File: config.mk
export PLATFORM = sky130hd
export DESIGN_NAME = alu_arbiter
export DESIGN_NICKNAME = d
export VERILOG_FILES = /design/src/rtl/alu_arb_pkg.sv /design/src/rtl/alu.sv /design/src/rtl/alu_arbiter.sv
export SDC_FILE = /design/constraint.sdc
export NUM_CORES = 1
export LEC_CHECK = 0
export CAP_MARGIN = 20
export CELL_PAD_IN_SITES_DETAIL_PLACEMENT = 1
export CELL_PAD_IN_SITES_GLOBAL_PLACEMENT = 1
export CORE_MARGIN = 5
export CORE_UTILIZATION = 40
export DETAILED_ROUTE_END_ITERATION = 10
export PLACE_DENSITY_LB_ADDON = 0.1
export SYNTH_ARGS = -nofsm -noshare
export SYNTH_HDL_FRONTEND = slang
export SYNTH_SLANG_ARGS = --single-unit
export TNS_END_PERCENT = 30
File: constraint.sdc
create_clock -name clk -period 5.9 [get_ports clk]
set_input_delay 1.77 -clock clk [delete_from_list [all_inputs] [get_ports clk]]
set_output_delay 1.77 -clock clk [all_outputs]
set_load 0.05 [all_outputs]
File: src/rtl/alu_arb_pkg.sv
// rtl/alu_arb_pkg.sv - shared types and constants for the two-requester ALU arbiter
package alu_arb_pkg;

    localparam int DATA_W = 8;
    localparam int OP_W   = 3;

    typedef enum logic [1:0] {
        IDLE,
        EXEC,
        RESP
    } state_t;

    typedef enum logic [OP_W-1:0] {
        ADD,
        SUB,
        SHR,
        SHL,
        AND,
        OR,
        RSV6,
        RSV7
    } alu_op_t;

    // Opcodes 6 and 7 carry no operation; the response flags them as errors.
    function automatic logic is_rsv(input logic [OP_W-1:0] op);
        return (alu_op_t'(op) == RSV6) || (alu_op_t'(op) == RSV7);
    endfunction

endpackage

File: src/rtl/alu.sv
// rtl/alu.sv - 8-bit combinational ALU
//
// Ports:
//   a_i, b_i : operands
//   op_i     : opcode (alu_op_t encoding)
//   y_o      : result, truncated to DATA_W bits; reserved opcodes give 0
module alu
    import alu_arb_pkg::*;
(
    input  logic [DATA_W-1:0] a_i,
    input  logic [DATA_W-1:0] b_i,
    input  logic [OP_W-1:0]   op_i,
    output logic [DATA_W-1:0] y_o
);

    always_comb begin
        y_o = '0;
        case (alu_op_t'(op_i))
            ADD:     y_o = a_i + b_i;
            SUB:     y_o = a_i - b_i;
            SHR:     y_o = a_i >> 1;
            SHL:     y_o = a_i << 1;
            AND:     y_o = a_i & b_i;
            OR:      y_o = a_i | b_i;
            default: y_o = '0;
        endcase
    end

endmodule

File: src/rtl/alu_arbiter.sv
// rtl/alu_arbiter.sv - arbitrates two requesters onto one shared ALU
//
// Build option: ALU_ARB_RR_EN selects round-robin arbitration; when undefined,
// requester 0 has fixed priority.
//
// Ports:
//   clk, rst_n                  : clock, asynchronous active-low reset
//   reqN_valid/a/b/op/ready     : request handshake for requester N (N = 0, 1)
//   rsp0_valid, rsp1_valid      : one-cycle result strobe to the owning requester
//   rsp_q, rsp_err              : shared result and reserved-opcode flag
//   busy                        : an operation is in flight
//   ops_count                   : number of responses issued (wraps)
module alu_arbiter
    import alu_arb_pkg::*;
#(
    parameter int CNT_W = 16
) (
    input  logic              clk,
    input  logic              rst_n,
    input  logic              req0_valid,
    input  logic [DATA_W-1:0] req0_a,
    input  logic [DATA_W-1:0] req0_b,
    input  logic [OP_W-1:0]   req0_op,
    output logic              req0_ready,
    input  logic              req1_valid,
    input  logic [DATA_W-1:0] req1_a,
    input  logic [DATA_W-1:0] req1_b,
    input  logic [OP_W-1:0]   req1_op,
    output logic              req1_ready,
    output logic              rsp0_valid,
    output logic              rsp1_valid,
    output logic [DATA_W-1:0] rsp_q,
    output logic              rsp_err,
    output logic              busy,
    output logic [CNT_W-1:0]  ops_count
);

    state_t              state_q, state_d;
    logic [DATA_W-1:0]   a_q, b_q;
    logic [OP_W-1:0]     op_q;
    logic                id_q;
    logic [DATA_W-1:0]   result_q;
    logic                err_q;
    logic [CNT_W-1:0]    cnt_q;
    logic [DATA_W-1:0]   alu_y;
    logic                grant0, grant1;
    logic                hs;

`ifdef ALU_ARB_RR_EN
    // prio_q = 1 means requester 1 wins the next tie.
    logic prio_q, prio_d;

    assign grant0 = req0_valid & (~req1_valid | ~prio_q);
    assign grant1 = req1_valid & (~req0_valid |  prio_q);

    always_comb begin
        prio_d = prio_q;
        if (hs) begin
            prio_d = ~req1_ready;
        end
    end

    always_ff @(posedge clk or negedge rst_n) begin
        if (!rst_n) begin
            prio_q <= 1'b0;
        end else begin
            prio_q <= prio_d;
        end
    end
`else
    assign grant0 = req0_valid;
    assign grant1 = req1_valid & ~req0_valid;
`endif

    assign hs = req0_ready | req1_ready;

    always_comb begin
        state_d    = state_q;
        req0_ready = 1'b0;
        req1_ready = 1'b0;
        rsp0_valid = 1'b0;
        rsp1_valid = 1'b0;
        case (state_q)
            IDLE: begin
                // Gated by rst_n so no ready is seen while reset is held.
                if (rst_n) begin
                    req0_ready = grant0;
                    req1_ready = grant1;
                    if (grant0 | grant1) begin
                        state_d = EXEC;
                    end
                end
            end
            EXEC: state_d = RESP;
            RESP: begin
                rsp0_valid = ~id_q;
                rsp1_valid =  id_q;
                state_d    = IDLE;
            end
            default: state_d = IDLE;
        endcase
    end

    always_ff @(posedge clk or negedge rst_n) begin
        if (!rst_n) begin
            state_q <= IDLE;
        end else begin
            state_q <= state_d;
        end
    end

    always_ff @(posedge clk or negedge rst_n) begin
        if (!rst_n) begin
            a_q      <= '0;
            b_q      <= '0;
            op_q     <= '0;
            id_q     <= 1'b0;
            result_q <= '0;
            err_q    <= 1'b0;
            cnt_q    <= '0;
        end else begin
            if (hs) begin
                id_q <= req1_ready;
                a_q  <= req1_ready ? req1_a  : req0_a;
                b_q  <= req1_ready ? req1_b  : req0_b;
                op_q <= req1_ready ? req1_op : req0_op;
            end
            // Result and error flag only move at the end of EXEC, so they
            // hold their previous values everywhere outside RESP.
            if (state_q == EXEC) begin
                result_q <= alu_y;
                err_q    <= is_rsv(op_q);
            end
            if (state_q == RESP) begin
                cnt_q <= cnt_q + {{(CNT_W-1){1'b0}}, 1'b1};
            end
        end
    end

    alu u_alu (
        .a_i  (a_q),
        .b_i  (b_q),
        .op_i (op_q),
        .y_o  (alu_y)
    );

    assign rsp_q     = result_q;
    assign rsp_err   = err_q;
    assign busy      = (state_q != IDLE);
    assign ops_count = cnt_q;

endmodule
======== Word-level counts from Yosys, hierarchy flattened ========
Index checks and enable logic that the tools add are counted.
word-level totals
  bits of input ports ..................... 42
  logic and storage cells ................. 47
  register bits ........................... 47
  output and inout port bits .............. 30
cells by class
  equal/unequal tests ..................... 11
  reduce and logical (&&, ||, !) cells .... 5
  bitwise gates (word level) .............. 7
  muxes and demuxes ....................... 13
  $add $sub $neg .......................... 3
operator list
  operator                 number
  $pmux W8 S6              1
  $add A16 B1 Y16 const B  1
  $mux W8                  2
  $eq A3 B3 Y1 const B     4
  $add A8 B8 Y8            1
  $and A8 B8 Y8            1
  $or A8 B8 Y8             1
  $sub A8 B8 Y8            1
  $eq A3 B2 Y1 const B     2
  $mux W1                  6
  $mux W2                  2
  $ne A2 B2 Y1 const B     2
  $pmux W2 S2              1
  $eq A3 B1 Y1 const B     1
  $logic_not A3 Y1         1
  $mux W3                  1
  $eq A2 B1 Y1 const B     1
  $eq A2 B2 Y1 const B     1
  $logic_not A2 Y1         1
  $not A1 Y1               2
  $or A1 B1 Y1             2
  $reduce_and A2 Y1        1
  $reduce_bool A2 Y1       1
  $and A1 B1 Y1            1
  $logic_or A1 B1 Y1       1

======== Logic depth before layout (Yosys ltp) ========
  depth after elaboration ................. 6
  gate-level depth with buffers ........... 12
  gate-level depth less buffers ........... 12

======== By module ========
Synthesis repeated with hierarchy kept, for this count alone.
unflattened totals
  cell total of the unflattened synthesis .. 319
  area total of the unflattened synthesis .. 2995.4 µm²
modules (own cells, without submodules)
  module       area an instance (µm²)  instances  cells an instance
  alu_arbiter  2194.6                  1          204
  alu          800.8                   1          115

======== Least setup slack after synthesis ========
OpenSTA, ideal clock, no wires.
  path kind ............................... input port to output port
  from .................................... in rst_n
  to ...................................... out req0_ready
  stages on the path ...................... 3
  slack ................................... 1.728 ns
  required time ........................... 4.130 ns
  data arrival time ....................... 2.402 ns
  buffers on the path ..................... 2
  cell sequence ........................... and3_1 -> buf_2 -> buf_2
between the ends
  longest elaborated chain between the ends .. 2
ends and longest elaborated chain
  item                line               RTL
  start: declaration  alu_arbiter.sv:19  input logic rst_n,
  $mux W1             alu_arbiter.sv:86  if (rst_n) begin
  $mux W1             alu_arbiter.sv:83  case (state_q)
  end: declaration    alu_arbiter.sv:24  output logic req0_ready,
Every way passes these cells.

======== Worst setup path in the final report ========
  from .................................... in req0_valid
  to ...................................... out req1_ready
between the ends
  longest elaborated chain between the ends .. 4
ends and longest elaborated chain
  item                line               RTL
  start: declaration  alu_arbiter.sv:20  input logic req0_valid,
  $not A1 Y1          alu_arbiter.sv:72  assign grant1 = req1_valid & ~req0_valid;
  $and A1 B1 Y1       alu_arbiter.sv:72
  $mux W1             alu_arbiter.sv:86
  $mux W1             alu_arbiter.sv:83
  end: declaration    alu_arbiter.sv:29  output logic req1_ready,
Every way passes these cells.

==> results.rst <==
.. list-table::
   :header-rows: 1

   * - Metric
     - Value
   * - Busiest metal layer after global routing
     - met2
   * - First-pass GRT wire length
     - 12.8 mm
   * - Clock Root Buffer
     - sky130_fd_sc_hd__clkbuf_8
   * - DRC violations left
     - 0
   * - Starting density of the core
     - 41.2%
   * - Startpoint of the tightest hold check path
     - rsp_q[3]
   * - P_leak
     - 1.59 nW
   * - Number of instances on the worst hold path
     - 2
   * - Nets@finish
     - 421
   * - Hold EP
     - rsp_q[3]
   * - Largest fanout on the critical path
     - 2
   * - Clock sink total
     - 47
   * - Outcome
     - complete, no violations
   * - Hold violation total from the final report
     - 0
   * - Number of buffers added by the clock tree synthesis step
     - 5
   * - Final weighted congestion in routability-driven placement
     - 0.776
   * - Number of cells upsized or downsized after cts
     - 0
   * - Worst VDD drop
     - 0.127 mV
   * - Placement-stage worst setup slack
     - 1.44 ns
   * - Core box area
     - 6830 µm²
   * - Via count of the first global-routing pass
     - 2,511
   * - Clock input transition at the sequential cells of the worst setup and hold paths
     - 0.10 ns
   * - Number of endpoints failing setup at the final stage
     - 0
   * - Max Fclk
     - 0.225 GHz
   * - Top cells by area in the synthesized netlist
     - sky130_fd_sc_hd__dfrtp_1, sky130_fd_sc_hd__mux2i_1, sky130_fd_sc_hd__xnor2_1
   * - Post-synth design cell area
     - 2810 µm²
   * - CP max-delay cell
     - sky130_fd_sc_hd__clkdlybuf4s50_1
   * - Setup TNS after final layout
     - 0 ns
   * - Total number of H-tree levels
     - 2
   * - Power Density
     - 436 nW/µm²
   * - Total routed wirelength
     - 7.49 mm
   * - Number of diodes added for antenna fixing
     - 0
   * - Post-DP HPWL
     - 5.74 mm
   * - Buffers on Ports
     - 71
   * - Post-detailed-placement cell area
     - 3620 µm²
   * - Final cell area excluding filler cells
     - 3760 µm²
   * - Sequential cell area fraction in the yosys report
     - 41.8%
   * - Overall Global Routing Usage
     - 18.5%
   * - Mean instance size in the synthesized netlist
     - 9.41 µm²
   * - Final cycle utilization of the critical path
     - 75.4%
   * - Max Buffers Root-to-Sink
     - 2
   * - Distinct cells, synth
     - 42
   * - Worst setup path category
     - in2out
   * - Startpoint of the lowest-slack register-to-register path
     - op_q[0]
   * - Total iterations of the first detailed-routing run
     - 4
   * - GR Util met3
     - 3.53%
   * - Synthesized instance count
     - 299
   * - Slew of the pin with the lowest slew margin
     - 0.772 ns
   * - Clock network latency to the later pin of the worst-skew pair
     - 0.31 ns
   * - Required @ worst endpoint
     - 4.13 ns
   * - Row count
     - 30
   * - M1 GR Usage
     - 26.6%
   * - Portion of synthesized cell area occupied by the leading cell type
     - 41.8%
   * - Most frequent standard cell in the layout excluding fill and tap cells
     - sky130_fd_sc_hd__clkdlybuf4s50_1
   * - Crit. End Element
     - output port
   * - Worst max-slew margin expressed relative to the limit
     - 48.5%
   * - Met2 usage in global routing
     - 28.3%
   * - Vertical die dimension
     - 93.9 µm
   * - Total placed cells including tap cells
     - 456
   * - Initial antenna violation count
     - 0
   * - Fraction of layout cells with a size suffix above 1
     - 6.25%
   * - Startpoint kind of the worst setup timing path
     - input port
   * - Die area
     - 8810 µm²
   * - Ordered cell list for the critical path
     - clkdlybuf4s50_1 > nand4b_1 > inv_1 > buf_12
   * - Setup slack after layout
     - 1.45 ns
   * - Via count
     - 2,387
   * - R2R Setup Slk
     - 2.80 ns
   * - Starting DRT DRC Count
     - 96
   * - Reported max-cap violation count
     - 0
   * - Arrival @ worst endpoint
     - 2.68 ns
   * - Top library cells by usage in the layout, fill and taps aside
     - sky130_fd_sc_hd__clkdlybuf4s50_1, sky130_fd_sc_hd__dfrtp_1, sky130_fd_sc_hd__nor2_1, sky130_fd_sc_hd__a21oi_1, sky130_fd_sc_hd__mux2i_1
   * - R2r endpoint
     - rsp_q[6]
   * - Number of synthesized register bits
     - 47
   * - Hold Path Class
     - reg2reg
   * - Via/cell ratio
     - 5.14
   * - Routed length per placed instance
     - 16.1 µm
   * - Delay of the slowest cell on the worst path
     - 0.41 ns
   * - Hold_buf cts
     - 0
   * - Max Slew Vio Count
     - 0
   * - Synthesis-to-finish area growth
     - 33.6%
   * - Number of cells traversed by the worst register-to-register path
     - 10
   * - Period minus WS final
     - 4.45 ns
   * - RSZ-0062 raised after global routing
     - no
   * - Setup bufs post-CTS
     - 0
   * - Non-filler cells, final
     - 464
   * - Yosys warning count
     - 0
   * - Total congestion overflow
     - 0
   * - Cell taking the most area after synthesis
     - sky130_fd_sc_hd__dfrtp_1
   * - Post-Synthesis Net Count
     - 353
   * - Total I/O pin count
     - 72
   * - Post-detailed-route count of antenna-violating nets
     - 0
   * - TritonCTS clock tree
     - built
   * - Pin count of the biggest net entering global routing
     - 42
   * - Final clock skew
     - 0.00361 ns
   * - Die Width
     - 93.9 µm
[critical path, delay by kind of cell]
kind,cells,cell delay [ns]
buf+inv,3,0.70
simple gates,1,0.20
[Yosys cell counts]
| library cell | count |
|---|---|
| sky130_fd_sc_hd__a211oi_1 | 2 |
| sky130_fd_sc_hd__a21boi_0 | 1 |
| sky130_fd_sc_hd__a21o_1 | 1 |
| sky130_fd_sc_hd__a21oi_1 | 28 |
| sky130_fd_sc_hd__a311oi_1 | 1 |
| sky130_fd_sc_hd__a31oi_1 | 5 |
| sky130_fd_sc_hd__and2_1 | 3 |
| sky130_fd_sc_hd__and3_1 | 2 |
| sky130_fd_sc_hd__and4_1 | 2 |
| sky130_fd_sc_hd__buf_2 | 8 |
| sky130_fd_sc_hd__buf_4 | 1 |
| sky130_fd_sc_hd__clkbuf_1 | 4 |
| sky130_fd_sc_hd__dfrtp_1 | 47 |
| sky130_fd_sc_hd__fa_1 | 1 |
| sky130_fd_sc_hd__ha_1 | 11 |
| sky130_fd_sc_hd__inv_1 | 16 |
| sky130_fd_sc_hd__maj3_1 | 4 |
| sky130_fd_sc_hd__mux2_2 | 1 |
| sky130_fd_sc_hd__mux2i_1 | 26 |
| sky130_fd_sc_hd__nand2_1 | 24 |
| sky130_fd_sc_hd__nand2b_1 | 5 |
| sky130_fd_sc_hd__nand3_1 | 2 |
| sky130_fd_sc_hd__nand3_2 | 1 |
| sky130_fd_sc_hd__nand4_1 | 5 |
| sky130_fd_sc_hd__nand4b_1 | 1 |
| sky130_fd_sc_hd__nor2_1 | 35 |
| sky130_fd_sc_hd__nor2_2 | 1 |
| sky130_fd_sc_hd__nor2_4 | 1 |
| sky130_fd_sc_hd__nor2b_1 | 4 |
| sky130_fd_sc_hd__nor3_1 | 1 |
| sky130_fd_sc_hd__nor4_1 | 1 |
| sky130_fd_sc_hd__o21ai_0 | 19 |
| sky130_fd_sc_hd__o21ai_2 | 1 |
| sky130_fd_sc_hd__o221ai_1 | 2 |
| sky130_fd_sc_hd__o221ai_2 | 1 |
| sky130_fd_sc_hd__o31ai_1 | 1 |
| sky130_fd_sc_hd__o31ai_4 | 1 |
| sky130_fd_sc_hd__o32a_1 | 1 |
| sky130_fd_sc_hd__or2_2 | 1 |
| sky130_fd_sc_hd__or3b_4 | 1 |
| sky130_fd_sc_hd__xnor2_1 | 21 |
| sky130_fd_sc_hd__xor2_1 | 5 |
[stage by stage]
step / utilization (%) / total power [mW] / hold WS [ns]
6_report: 55.0 / 1.64 / 0.481
5_1_grt: 55.0 / 1.76 / 0.521
4_1_cts: 55.0 / 1.66 / 0.487
3_5_place_dp: 53.0 / 1.35 / 0.462
3_3_place_gp: 53.0 / 1.32 / 0.458
2_1_floorplan: - / 1.10 / 0.517
[final cells by class]
type	instances	area (µm²)
sequential	47	1180
multi-input combinational	223	1520
clock inverter	3	71.3
inverter	16	60.1
tap	96	120
clock buffer	5	68.8
fill	785	3070
timing repair buffer	74	748
[logic make-up after synthesis]
logic type | count (synthesis) | synth area share, %
DFF | 47 | 41.8
muxes | 27 | 9.65
buffers and inverters | 29 | 4.36
xor gates and xnor gates | 26 | 8.09
AOI/OAI and AO/OA | 64 | 13.7
and+or+nand+nor | 90 | 15.4
adders and majority gates | 16 | 7.03
[registers in the layout, indices dropped and copies added (netlist names)]
signal     cells
a_q            8
b_q            8
ops_count     16
state_q        2
op_q           3
rsp_err        1
id_q           1
rsp_q          8
[power by group]
| part | leakage, nW | switching (mW) | internal (mW) |
|---|---|---|---|
| sequential | 0.582 | 0.126 | 0.406 |
| combinational | 0.936 | 0.465 | 0.347 |
| clock | 0.0703 | 0.124 | 0.172 |
[worst max-delay path by stage]
stage | endpoint | slack [ns] | start | depth (start not counted)
final | req1_ready | 1.45 | req0_valid | 4
after global routing | req1_ready | 1.40 | req0_valid | 4
after CTS | req1_ready | 1.44 | req0_valid | 4
after detailed placement | req1_ready | 1.44 | req0_valid | 4
after global placement | req1_ready | 1.45 | req0_valid | 4
after floorplan | req0_ready | 1.73 | rst_n | 3
[routing by layer]
metal	wire length (µm)	vias to the layer above
met4	83	0
met1	3680	1161
met3	325	7
li1	-	1164
met2	3400	55
met5	0	-
(Power assumes the default switching activity.)
==> variant 1, RTL diff (same settings) <==
Set the package constant `OP_W` to 5 (it was 3).
--- a/src/rtl/alu_arb_pkg.sv
+++ b/src/rtl/alu_arb_pkg.sv
@@ -4,3 +4,3 @@
     localparam int DATA_W = 8;
-    localparam int OP_W   = 3;
+    localparam int OP_W   = 5;
 
Interface: changed (resized req0_op and req1_op); port bits go from 72 to 76. The function was not compared with the original's and may differ.
==> variant 1 against the unedited design <==
Synthesized area increased by 3.1%. Sequential cell count grew 2. Setup slack worse by 0.54 ns. Power shrank 28%. Final area increased by 2.1%. Routed wire length fell by 3.5%. Global-route usage fell by 1.4 points. Critical path type unchanged. Largest power group unchanged.
==> variant 1: results (changes against the unedited design) <==
The count of input and output buffers came out at 75 (was 71). The total number of nets in the final design came out at 428 (was 421). The count of placed standard cells in the final layout, fillers left out came out at 470 (was 464). The leakage power of the design is 1.726 nW (was 1.588 nW). The number of different library cells in the post-synthesis netlist is 47 (was 42).

The register bit count reported by yosys came to 49 (was 47). The area of placed instances is 3754 um^2 (was 3620 um^2). The met2 wire length came out at 3230 um (was 3403 um). The register clock-pin slew on the reported worst setup and hold paths was 0.08 ns (was 0.10 ns). Synth cell count leaders: 49 x dfrtp_1, 34 x nor2_1, 30 x a21oi_1 (was 47 x dfrtp_1, 35 x nor2_1, 28 x a21oi_1).

Run status: complete, no violations (unchanged). The detailed-routing wirelength on met1 came out at 3486 um (was 3681 um). The total power consumption of the routed design came out at 1.175 mW (was 1.641 mW). The count of mapped cells out of synthesis is 297 (was 299).

The post-placement setup slack was 0.8972 ns (was 1.443 ns). The sequential element share of the synthesized area came out at 0.4228 (was 0.4180). The worst setup skew after layout came to 0.01262 ns (was 0.003608 ns).

The xor and xnor area share after synthesis came out at 0.07248 (was 0.08092). The transition at the pin with the smallest max-transition slack is 0.7665 ns (was 0.7720 ns). The worst reg-to-reg setup slack is 2.72 ns (was 2.80 ns). The average vias per placed instance came to 5.179 (was 5.144). The fraction of the mapped netlist area in compound gates is 0.1346 (was 0.1369). The critical-path maximum fanout is 3 (was 2). The launch point of the worst reg-to-reg path is op_q[4]$_DFFE_PN0P_ (was op_q[0]$_DFFE_PN0P_). The number of global-route vias before repair came out at 2469 (was 2511). The total length of routed met3 wires is 433 um (was 325 um).

The post-synthesis adder-cell area fraction is 0.07852 (was 0.07025). Area contributors post-synth: dfrtp_1 42%, mux2i_1 8.6%, a21oi_1 5.2% (was dfrtp_1 42%, mux2i_1 9.2%, xnor2_1 6.5%). The number of design-rule violations left by the first detailed-router iteration is 57 (was 96). The cell total after placement came out at 462 (was 456). The post-synthesis mux area share came to 0.09016 (was 0.09649). The floorplan row count came out at 31 (was 30). The first-pass GRT wire length came out at 12140 um (was 12850 um). The aggregate global-route resource usage is 0.1712 (was 0.1849).
## variant 1: worst min path at each step
| stage | from | endpoint | slack (ns) | cells after the start |
|---|---|---|---|---|
| 2_1_floorplan | state_q[0]$_DFFE_PN0P_ | state_q[1]$_DFFE_PN0P_ | 0.51 | 2 |
| 3_3_place_gp | ops_count[15]$_DFFE_PN0N_ | ops_count[15]$_DFFE_PN0N_ | 0.46 | 1 |
| 5_1_grt | rsp_q[3]$_DFFE_PN0N_ | rsp_q[3]$_DFFE_PN0N_ | 0.52 | 2 |
| 3_5_place_dp | rsp_q[3]$_DFFE_PN0N_ | rsp_q[3]$_DFFE_PN0N_ | 0.47 | 2 |
| 6_report | rsp_q[3]$_DFFE_PN0N_ | rsp_q[3]$_DFFE_PN0N_ | 0.48 | 2 |
| 4_1_cts | ops_count[15]$_DFFE_PN0N_ | ops_count[15]$_DFFE_PN0N_ | 0.49 | 1 |
## variant 1: final cells by class
class                      count  area (um^2)
inverter                       9        33.78
clock buffer                   6        72.57
clock inverter                 2        13.76
fill                         842         3297
sequential                    49         1226
tap                           99        123.9
multi-input combinational    227         1592
timing repair buffer          78        778.2
## variant 1: metal layers
layer	GRT usage	vias up
li1	-	1201
met1	0.2422	1151
met2	0.2659	74
met3	0.03473	8
met4	0.04688	0
met5	0	-
## variant 1: critical path, stage by stage
cell             delay, ns
clkdlybuf4s50_1       0.49
and3_1                0.15
clkdlybuf4s50_1       0.80
## variant 1: power by group
group / total (mW) / switching [mW] / internal (mW)
Sequential: 0.483 / 0.0916 / 0.391
Combinational: 0.492 / 0.273 / 0.219
Clock: 0.200 / 0.115 / 0.0848
Total: 1.18 / 0.480 / 0.695
==> variant 2, RTL diff (same flow settings) <==
Without the edit above. Remove the case item `ADD` of the case on `alu_op_t'(op_i)`.
--- a/src/rtl/alu.sv
+++ b/src/rtl/alu.sv
@@ -18,3 +18,2 @@
         case (alu_op_t'(op_i))
-            ADD:     y_o = a_i + b_i;
             SUB:     y_o = a_i - b_i;
Formal check against the unedited RTL: not equivalent (a bounded check fails within 4 cycles, from zero or initial values and one cycle with rst_n low).
==> variant 2 against the unedited design <==
Final area grew 2.2%. First-iteration DRC count shrank 10%. Count of clock-buffer cells in the layout grew 2. Sequential cell count is the same. Routed wire length shrank 3.5%. Power shrank 16%. Setup slack lost 0.55 ns. Critical path type unchanged. Synthesized area grew 5.1%. Core utilization shrank 1.8 points.
==> variant 2: results (changes against the unedited design) <==
The net count after synthesis came to 373 (was 353). The final routed wirelength across all metal layers was 7234 um (was 7493 um). The worst reg-to-reg setup slack is 3.79 ns (was 2.80 ns). The worst hold path startpoint was rsp_q[6]$_DFFE_PN0N_ (was rsp_q[3]$_DFFE_PN0N_). Area contributors post-synth: dfrtp_1 40%, ha_1 11%, mux2i_1 7.8% (was dfrtp_1 42%, mux2i_1 9.2%, xnor2_1 6.5%). The number of design-rule violations left by the first detailed-router iteration is 86 (was 96).

The maximum ir drop on the vdd rail came out at 0.1208 mV (was 0.1271 mV). Synth cell count leaders: 47 x dfrtp_1, 29 x nor2_1, 28 x a21oi_1 (was 47 x dfrtp_1, 35 x nor2_1, 28 x a21oi_1). The worst setup skew after layout came out at 0.009154 ns (was 0.003608 ns).

The clock network power consumption came out at 204 uW (was 296 uW). The met2 track utilization from global routing came out at 0.2582 (was 0.2833). The met2 wire length came to 3232 um (was 3403 um). The first-pass GRT wire length came out at 12040 um (was 12850 um). The data arrival time at the worst-slack endpoint is 3.23 ns (was 2.68 ns).

The aggregate global-route resource usage came to 0.1681 (was 0.1849). The total number of vias came to 2374 (was 2387). The total length of routed met3 wires came out at 373 um (was 325 um). The delay contributed by the slowest stage of the critical path is 0.80 ns (was 0.41 ns). The terminus of the critical flop-to-flop path was rsp_q[7]$_DFFE_PN0N_ (was rsp_q[6]$_DFFE_PN0N_). The number of cell instances on the worst register-to-register path is 6 (was 10). The routability congestion estimate from global placement is 0.7451 (was 0.7757).

The met1 global-route usage is 0.2386 (was 0.2656). The number of different library cells in the post-synthesis netlist came to 50 (was 42). The area of placed instances came out at 3746 um^2 (was 3620 um^2). The post-placement setup slack is 0.8792 ns (was 1.443 ns). The register clock-pin slew on the reported worst setup and hold paths is 0.08 ns (was 0.10 ns). The critical-path maximum fanout is 3 (was 2). The sequential element share of the synthesized area was 0.3976 (was 0.4180). The first-pass detailed-route iteration total is 4 (unchanged). The total number of nets in the final design came out at 441 (was 421). Run status: complete, no violations (unchanged). The launch point of the worst reg-to-reg path is a_q[4]$_DFFE_PN0P_ (was op_q[0]$_DFFE_PN0P_). The power in sequential cells came out at 496 uW (was 532 uW). The count of mapped cells out of synthesis came out at 305 (was 299). The family with the most delay on the worst path is buffers and inverters (unchanged). The placed wire-length estimate came out at 5675 um (was 5740 um). The share of cells above drive strength 1 came out at 0.06150 (was 0.06250). The cell-internal power came out at 766.9 uW (was 925.1 uW).
## variant 2: logic make-up (layout without fill, tap and decap cells)
logic type	count (synthesis)	count (layout)	synth area share
muxes	24	24	0.08164
and+or+nand+nor	91	91	0.1637
adders and majority gates	26	26	0.1125
AOI/OAI and AO/OA	63	63	0.1370
buffers and inverters	36	105	0.05414
DFF	47	47	0.3976
xor gates and xnor gates	18	18	0.05330
## variant 2: layout make-up
type                    instances  area [um^2]
flip-flops and latches         47         1176
repair buffers                 74        738.2
clock buffers                   7        86.33
fillers                       828         3373
clock inverters                 1        8.758
inverters                      23        86.33
multi-input cells             222         1622
well taps                      99        123.9
## variant 2: how the worst max path moves through the flow
stage,end,slack [ns],cells past startpoint
after global routing,req0_ready,0.84,3
after detailed placement,req0_ready,0.88,3
after global placement,req0_ready,0.90,3
final,req0_ready,0.90,3
after floorplan,req1_ready,1.58,4
after CTS,req0_ready,0.88,3
